--- src/rtl/key_event_pkg.sv ---
// key_event_pkg
// Shared types and helpers for the key event generator.
//   key_fsm_e  : per-key debounce / repeat state
//   KEY_IDX_W  : width of the event code (supports up to 8 keys)
//   cnt_width(): tick-counter width, sized from the largest tick parameter
package key_event_pkg;

  typedef enum logic [2:0] {
    IDLE      = 3'd0,
    DEB_PRESS = 3'd1,
    HELD      = 3'd2,
    REPEATING = 3'd3,
    DEB_REL   = 3'd4
  } key_fsm_e;

  localparam int KEY_IDX_W = 3;

  // One spare bit above clog2(max) so the saturating counter never has to
  // stop short of any terminal-count value.
  function automatic int cnt_width(input int a, input int b, input int c);
    int m;
    m = a;
    if (b > m) m = b;
    if (c > m) m = c;
    if (m < 2) m = 2;
    return $clog2(m) + 1;
  endfunction

endpackage

--- src/rtl/key_event_fsm.sv ---
// key_event_fsm
// Debounce and auto-repeat state machine for a single synchronised key.
// All outputs are registered; the *_set outputs expose the values that will
// be loaded into the pulse registers on the next edge so the top level can
// build an event code aligned with the pulses.
//
// Ports:
//   i_clk, i_rst_n     clock, async active-low reset
//   i_key_s            synchronised key, 0 = pressed
//   i_tick             shared timebase strobe, one clk wide
//   o_key_state        debounced level, 0 = pressed
//   o_press_pulse      one-clk pulse on accepted press
//   o_release_pulse    one-clk pulse on accepted release
//   o_repeat_pulse     one-clk pulse per auto-repeat
//   o_press_set        press pulse to be registered this edge
//   o_repeat_set       repeat pulse to be registered this edge
//
// state     | meaning
// ----------+------------------------------------------------------------
// IDLE      | key released and accepted as released, no counting
// DEB_PRESS | key_s low, counting ticks before accepting the press
// HELD      | press accepted, counting ticks towards the first repeat
// REPEATING | repeating, counting ticks between repeat pulses
// DEB_REL   | key_s high while pressed, counting ticks before release
module key_event_fsm
  import key_event_pkg::*;
#(
  parameter int DEBOUNCE_TICKS     = 20,
  parameter int REPEAT_DELAY_TICKS = 500,
  parameter int REPEAT_RATE_TICKS  = 100
) (
  input  logic i_clk,
  input  logic i_rst_n,
  input  logic i_key_s,
  input  logic i_tick,
  output logic o_key_state,
  output logic o_press_pulse,
  output logic o_release_pulse,
  output logic o_repeat_pulse,
  output logic o_press_set,
  output logic o_repeat_set
);

  localparam int CNT_W = cnt_width(DEBOUNCE_TICKS, REPEAT_DELAY_TICKS, REPEAT_RATE_TICKS);

  localparam logic [CNT_W-1:0] DEB_LAST   = CNT_W'(DEBOUNCE_TICKS - 1);
  localparam logic [CNT_W-1:0] DELAY_LAST = CNT_W'(REPEAT_DELAY_TICKS - 1);
  localparam logic [CNT_W-1:0] RATE_LAST  = CNT_W'(REPEAT_RATE_TICKS - 1);
  localparam logic [CNT_W-1:0] CNT_MAX    = '1;

  key_fsm_e          r_state;
  key_fsm_e          w_state_nxt;
  logic [CNT_W-1:0]  r_count;
  logic [CNT_W-1:0]  w_count_nxt;
  logic [CNT_W-1:0]  w_count_inc;
  logic              r_key_state;
  logic              r_press;
  logic              r_release;
  logic              r_repeat;
  logic              w_press_nxt;
  logic              w_release_nxt;
  logic              w_repeat_nxt;
  logic              w_key_state_nxt;

  // Saturating increment: a count never wraps back to zero.
  assign w_count_inc = (r_count == CNT_MAX) ? r_count : r_count + CNT_W'(1);

  // A key_s change always takes priority over a tick on the same clk, so the
  // tick is only looked at in the else branch of each state.
  always_comb begin
    w_state_nxt   = r_state;
    w_count_nxt   = r_count;
    w_press_nxt   = 1'b0;
    w_release_nxt = 1'b0;
    w_repeat_nxt  = 1'b0;
    case (r_state)
      IDLE: begin
        if (!i_key_s) begin
          w_state_nxt = DEB_PRESS;
          w_count_nxt = '0;
        end
      end
      DEB_PRESS: begin
        if (i_key_s) begin
          w_state_nxt = IDLE;
          w_count_nxt = '0;
        end else if (i_tick) begin
          if (r_count == DEB_LAST) begin
            w_state_nxt = HELD;
            w_count_nxt = '0;
            w_press_nxt = 1'b1;
          end else begin
            w_count_nxt = w_count_inc;
          end
        end
      end
      HELD: begin
        if (i_key_s) begin
          w_state_nxt = DEB_REL;
          w_count_nxt = '0;
        end else if (i_tick) begin
          if (r_count == DELAY_LAST) begin
            w_state_nxt  = REPEATING;
            w_count_nxt  = '0;
            w_repeat_nxt = 1'b1;
          end else begin
            w_count_nxt = w_count_inc;
          end
        end
      end
      REPEATING: begin
        if (i_key_s) begin
          w_state_nxt = DEB_REL;
          w_count_nxt = '0;
        end else if (i_tick) begin
          if (r_count == RATE_LAST) begin
            w_count_nxt  = '0;
            w_repeat_nxt = 1'b1;
          end else begin
            w_count_nxt = w_count_inc;
          end
        end
      end
      DEB_REL: begin
        // A bounce back to pressed returns to HELD silently and restarts the
        // repeat delay from the beginning.
        if (!i_key_s) begin
          w_state_nxt = HELD;
          w_count_nxt = '0;
        end else if (i_tick) begin
          if (r_count == DEB_LAST) begin
            w_state_nxt   = IDLE;
            w_count_nxt   = '0;
            w_release_nxt = 1'b1;
          end else begin
            w_count_nxt = w_count_inc;
          end
        end
      end
      default: begin
        w_state_nxt = IDLE;
        w_count_nxt = '0;
      end
    endcase
  end

  // The level reads released only while the press is not yet accepted.
  assign w_key_state_nxt = (w_state_nxt == IDLE) || (w_state_nxt == DEB_PRESS);

  always_ff @(posedge i_clk or negedge i_rst_n) begin
    if (!i_rst_n) begin
      r_state     <= IDLE;
      r_count     <= '0;
      r_key_state <= 1'b1;
      r_press     <= 1'b0;
      r_release   <= 1'b0;
      r_repeat    <= 1'b0;
    end else begin
      r_state     <= w_state_nxt;
      r_count     <= w_count_nxt;
      r_key_state <= w_key_state_nxt;
      r_press     <= w_press_nxt;
      r_release   <= w_release_nxt;
      r_repeat    <= w_repeat_nxt;
    end
  end

  assign o_key_state     = r_key_state;
  assign o_press_pulse   = r_press;
  assign o_release_pulse = r_release;
  assign o_repeat_pulse  = r_repeat;
  assign o_press_set     = w_press_nxt;
  assign o_repeat_set    = w_repeat_nxt;

endmodule

--- src/rtl/key_event_gen.sv ---
// key_event_gen
// Synchronises and debounces N_KEYS raw active-low keys on a shared tick and
// turns them into single-clk press / release / auto-repeat events plus a
// prioritised event code for the downstream frequency/display logic.
//
// Ports:
//   i_clk              system clock (F_CLK Hz)
//   i_rst_n            asynchronous active-low reset
//   i_key              raw keys, 0 = pressed, asynchronous to i_clk
//   o_key_state        debounced level per key, 0 = pressed
//   o_press_pulse      one-clk pulse per accepted press
//   o_release_pulse    one-clk pulse per accepted release
//   o_repeat_pulse     one-clk pulse per auto-repeat
//   o_evt_valid        one-clk pulse when any press or repeat bit is set
//   o_evt_code         lowest key index with a press/repeat; holds otherwise
//
// F_CLK / F_TICK must divide to an integer of at least 2; N_KEYS is 1..8.
module key_event_gen
  import key_event_pkg::*;
#(
  parameter int F_CLK              = 50000000,
  parameter int F_TICK             = 1000,
  parameter int N_KEYS             = 6,
  parameter int DEBOUNCE_TICKS     = 20,
  parameter int REPEAT_DELAY_TICKS = 500,
  parameter int REPEAT_RATE_TICKS  = 100
) (
  input  logic                 i_clk,
  input  logic                 i_rst_n,
  input  logic [N_KEYS-1:0]    i_key,
  output logic [N_KEYS-1:0]    o_key_state,
  output logic [N_KEYS-1:0]    o_press_pulse,
  output logic [N_KEYS-1:0]    o_release_pulse,
  output logic [N_KEYS-1:0]    o_repeat_pulse,
  output logic                 o_evt_valid,
  output logic [KEY_IDX_W-1:0] o_evt_code
);

  localparam int TICK_DIV = F_CLK / F_TICK;
  localparam int TICK_W   = $clog2(TICK_DIV);

  localparam logic [TICK_W-1:0] TICK_LAST = TICK_W'(TICK_DIV - 1);

  logic [N_KEYS-1:0]    r_sync1;
  logic [N_KEYS-1:0]    r_sync2;
  logic [TICK_W-1:0]    r_tick_cnt;
  logic                 w_tick;
  logic [N_KEYS-1:0]    w_key_state;
  logic [N_KEYS-1:0]    w_press;
  logic [N_KEYS-1:0]    w_release;
  logic [N_KEYS-1:0]    w_repeat;
  logic [N_KEYS-1:0]    w_press_set;
  logic [N_KEYS-1:0]    w_repeat_set;
  logic [N_KEYS-1:0]    w_evt_set;
  logic                 w_evt_any;
  logic [KEY_IDX_W-1:0] w_evt_code_nxt;
  logic                 r_evt_valid;
  logic [KEY_IDX_W-1:0] r_evt_code;

  // Two-flop synchroniser; released (1) is the safe reset value so a key
  // held through reset is seen as a fresh falling edge afterwards.
  always_ff @(posedge i_clk or negedge i_rst_n) begin
    if (!i_rst_n) begin
      r_sync1 <= '1;
      r_sync2 <= '1;
    end else begin
      r_sync1 <= i_key;
      r_sync2 <= r_sync1;
    end
  end

  assign w_tick = (r_tick_cnt == TICK_LAST);

  always_ff @(posedge i_clk or negedge i_rst_n) begin
    if (!i_rst_n) begin
      r_tick_cnt <= '0;
    end else if (w_tick) begin
      r_tick_cnt <= '0;
    end else begin
      r_tick_cnt <= r_tick_cnt + TICK_W'(1);
    end
  end

  for (genvar gi = 0; gi < N_KEYS; gi++) begin : g_key
    key_event_fsm #(
      .DEBOUNCE_TICKS     (DEBOUNCE_TICKS),
      .REPEAT_DELAY_TICKS (REPEAT_DELAY_TICKS),
      .REPEAT_RATE_TICKS  (REPEAT_RATE_TICKS)
    ) u_fsm (
      .i_clk           (i_clk),
      .i_rst_n         (i_rst_n),
      .i_key_s         (r_sync2[gi]),
      .i_tick          (w_tick),
      .o_key_state     (w_key_state[gi]),
      .o_press_pulse   (w_press[gi]),
      .o_release_pulse (w_release[gi]),
      .o_repeat_pulse  (w_repeat[gi]),
      .o_press_set     (w_press_set[gi]),
      .o_repeat_set    (w_repeat_set[gi])
    );
  end

  // Encode from the pre-register pulse values so the registered event lands
  // on the same clk as the registered pulse vectors.
  assign w_evt_set = w_press_set | w_repeat_set;
  assign w_evt_any = |w_evt_set;

  // Scanning from the top down leaves the lowest set index as the winner.
  always_comb begin
    w_evt_code_nxt = r_evt_code;
    for (int i = N_KEYS - 1; i >= 0; i--) begin
      if (w_evt_set[i]) begin
        w_evt_code_nxt = KEY_IDX_W'(i);
      end
    end
  end

  always_ff @(posedge i_clk or negedge i_rst_n) begin
    if (!i_rst_n) begin
      r_evt_valid <= 1'b0;
      r_evt_code  <= '0;
    end else begin
      r_evt_valid <= w_evt_any;
      r_evt_code  <= w_evt_code_nxt;
    end
  end

  assign o_key_state     = w_key_state;
  assign o_press_pulse   = w_press;
  assign o_release_pulse = w_release;
  assign o_repeat_pulse  = w_repeat;
  assign o_evt_valid     = r_evt_valid;
  assign o_evt_code      = r_evt_code;

endmodule
--- config.mk ---
export PLATFORM = sky130hd
export DESIGN_NAME = key_event_gen
export DESIGN_NICKNAME = d
export VERILOG_FILES = /design/src/rtl/key_event_pkg.sv /design/src/rtl/key_event_fsm.sv /design/src/rtl/key_event_gen.sv
export SDC_FILE = /design/constraint.sdc
export NUM_CORES = 1
export LEC_CHECK = 0
export CAP_MARGIN = 20
export CORE_MARGIN = 10
export CORE_UTILIZATION = 56
export DETAILED_ROUTE_END_ITERATION = 6
export HOLD_SLACK_MARGIN = 0.12
export PLACE_DENSITY = 0.8
export SLEW_MARGIN = 20
export SYNTH_ARGS = -nofsm -noshare
export SYNTH_HDL_FRONTEND = slang
export SYNTH_HIERARCHICAL = 1
export SYNTH_SLANG_ARGS = --single-unit
--- constraint.sdc ---
create_clock -name i_clk -period 3.2 [get_ports i_clk]
set_input_delay 0.64 -clock i_clk [delete_from_list [all_inputs] [get_ports i_clk]]
set_output_delay 0.64 -clock i_clk [all_outputs]
set_load 0.05 [all_outputs]
==> results.json <==
{
  "status": "completed",
  "period_share": 0.923,
  "tightest_slew_ns": 0.976,
  "place_congestion": 0.913,
  "yosys.area.top_type": "dfrtp_1",
  "die_h_um": 143,
  "yosysSeqAreaShare": 0.401,
  "synthArstFlopShare": 1.00,
  "finalHoldViolCount": 0,
  "synth_top_area_share": 0.345,
  "power.density_nw_per_um2": 417,
  "synth.distinct_cells": 108,
  "hold_class": "input port to async pin",
  "grt_pass1_wl_um": 32900,
  "cp_max_fo": 5,
  "grt-ovfl-total": 0,
  "ant_nets": 0,
  "crit_chain": "ha_1 > and3_1 > and4_4 > or4bb_1 > nor4_4 > nand2_1 > nor4_4 > buf_4 > nor4_1 > nand3_1 > mux2_1",
  "synth_edf_count": 0,
  "cp_common_cell": "nor4_4",
  "drtIter0Drc": 749,
  "grt_use_total": 0.193,
  "post_drt_wl_per_cell_um": 17.6,
  "yosysMostFrequentCell": "dfrtp_1",
  "skew_ns": 0.00813,
  "dp_hpwl_um": 13300,
  "clock_tree.root_cell": "clkbuf_16",
  "grt_max_degree": 64,
  "vdd_drop_max_mv": 0.434,
  "clock_sinks": 134,
  "path_class": "flop to flop",
  "core_region_area_um2": 14600,
  "critPathArrivalTime_ns": 3.26,
  "report.final.slew_viol_count": 0,
  "cts_buffer_depth": 2,
  "seq_power_share": 0.438,
  "drv_cap": 0,
  "ys_ff_latch": 134,
  "drt-total-wl_um": 19300,
  "pwr-share-clk": 0.517,
  "holdBufCountCts": 0,
  "internal_power_w": 0.00313,
  "ys.flop_type": "dfrtp_1",
  "end_kind": "flop",
  "initial_core_util": 0.574,
  "synthCells": 867,
  "viasPerCell": 6.46,
  "drive_above_1_share": 0.164,
  "syn_to_final_growth_pct": 13.0,
  "cts.clk_slew.worst_paths_ns": 0.06,
  "cts_made_buffers": 17,
  "clk_latency_ns": 0.42,
  "slew_headroom": 0.345,
  "dieArea_um2": 20300,
  "drt-pass1-iter-count": 5,
  "comb_power_share": 0.044,
  "worst_slack_ns": 0.245,
  "finalSetupViolations": 0,
  "postSynthAreaPerCell_um2": 9.70,
  "grt_pass1_vias": 6668,
  "nets": 914,
  "netlist_top_cells_count": "dfrtp_1, nor2_1, nand2_1, nand3_1, a21oi_1",
  "power_leakage_nw": 3.84,
  "p_sw_w": 0.000841,
  "syn_area_um2": 8410,
  "synth_area_leaders": "dfrtp_1, dfstp_2, nor2_1",
  "p_sw_frac": 0.212,
  "row_count": 44,
  "cts_tree": "done",
  "pre_cts_ws_ns": 0.131,
  "drc": 0,
  "crit_slowest_cell": "or4bb_1",
  "required_ns": 3.50,
  "startpoint_type": "flop",
  "antenna_found_initial": 0,
  "syn_nets": 882,
  "postCtsSetupRepairBufs": 0,
  "htree_levels": 4,
  "fmax_ghz": 0.338,
  "finalCriticalPeriod_ns": 2.96,
  "antenna_cells": 0,
  "crit_path_max_incr_delay_ns": 0.53,
  "ios": 36,
  "yosysWarnings": 6,
  "whs_ns": 0.195,
  "vias": 7082,
  "die_w_um": 143,
  "io_buffers": 35
}
-- path summary, 6_finish.rpt --
kind | from | to | slack [ns] | cells after the start
min in group i_clk | r_sync1[3] | r_sync2[3] | 0.36 | 0
setup reg to reg | r_tick_cnt[0] | o_evt_code[0] | 0.24 | 11
hold / removal | i_rst_n | g_key[2].u_fsm/r_count[3] | 0.19 | 1
hold reg to reg | r_sync1[3] | r_sync2[3] | 0.36 | 0
setup / recovery | r_tick_cnt[0] | o_evt_code[0] | 0.24 | 11
max in group asynchronous | i_rst_n | r_sync1[5] | 2.26 | 2
-- stage by stage --
step | setup TNS (ns) | utilization | cell area, um2 | cells | power [W]
3_5_place_dp | 0 | 0.604 | 8850 | 1064 | 0.00194
4_1_cts | 0 | 0.647 | 9470 | 1096 | 0.00400
5_1_grt | -0.0295 | 0.649 | 9500 | 1096 | 0.00410
6_report | 0 | 0.649 | 9500 | 1096 | 0.00397
3_3_place_gp | 0 | 0.604 | 8850 | 1064 | 0.00194
2_1_floorplan | 0 | - | 8410 | 867 | 0.00187
-- power groups by stage --
stage / clock network, W / registers, W / logic (W)
floorplan: 0 / 0.00175 / 0.000123
global placement: 0 / 0.00176 / 0.000172
detailed placement: 0 / 0.00177 / 0.000175
CTS: 0.00208 / 0.00174 / 0.000176
global route: 0.00217 / 0.00174 / 0.000194
finish: 0.00205 / 0.00174 / 0.000176
-- registers in the layout, summed over array words and instances (netlist names) --
register	flops
g_key.u_fsm/o_key_state	6
g_key.u_fsm/o_press_pulse	6
g_key.u_fsm/o_release_pulse	6
g_key.u_fsm/o_repeat_pulse	6
g_key.u_fsm/r_count	60
g_key.u_fsm/r_state	18
o_evt_code	3
o_evt_valid	1
r_sync1	6
r_sync2	6
r_tick_cnt	16
-- cell families (layout without fill, tap and decap cells) --
kind of cell               after synthesis  count (layout)  share of synthesized area
DFF                                    134             134                      0.401
xor gates and xnor gates                15              15                     0.0156
AOI/OAI and AO/OA                      238             238                      0.221
muxes                                   10              10                     0.0122
buffers and inverters                   69             114                     0.0470
and+or+nand+nor                        394             394                      0.292
adders and majority gates                7               7                     0.0104
-- layout make-up --
class	instances	area [um2]
clock inverters	7	144
clock buffers	25	475
well taps	184	230
flip-flops and latches	134	3380
repair buffers	52	492
multi-input cells	664	4670
fillers	1136	5140
inverters	30	113
-- cells in the final DEF (no fill, tap or decap), types with 17 or more instances in the layout --
cell	n
dfstp_2	18
clkdlybuf4s50_1	34
and3_1	26
inv_1	30
a21oi_1	36
dfrtp_1	116
nand2_1	56
nand4_1	18
nor3_1	28
clkbuf_16	17
a31oi_1	20
nand3_1	37
nor2_1	67
nor3b_1	17
o21ai_0	28
-- per-layer routing --
layer / up-vias / part of all wire / track usage
met5: - / 0 / 0
met4: 0 / 0.011 / 0.0532
met3: 24 / 0.062 / 0.0497
met2: 255 / 0.46 / 0.287
met1: 3418 / 0.47 / 0.272
li1: 3385 / - / -
-- worst max-delay path, delay by kind of cell (launching register included) --
| family | cells | cell delay [ns] |
|---|---|---|
| adder cells (fa/ha/maj) | 1 | 0.23 |
| buffers and inverters | 1 | 0.17 |
| multiplexers | 1 | 0.33 |
| AND/OR/NAND/NOR | 8 | 1.73 |
| flip-flops | 1 | 0.38 |
-- what timing repair did --
action                                  in CTS  in global routing
hold endpoints to repair                     0                  0
gates resized for setup                      0                  6
endpoints found under the setup margin       0                  1
(Power assumes the default switching activity.)
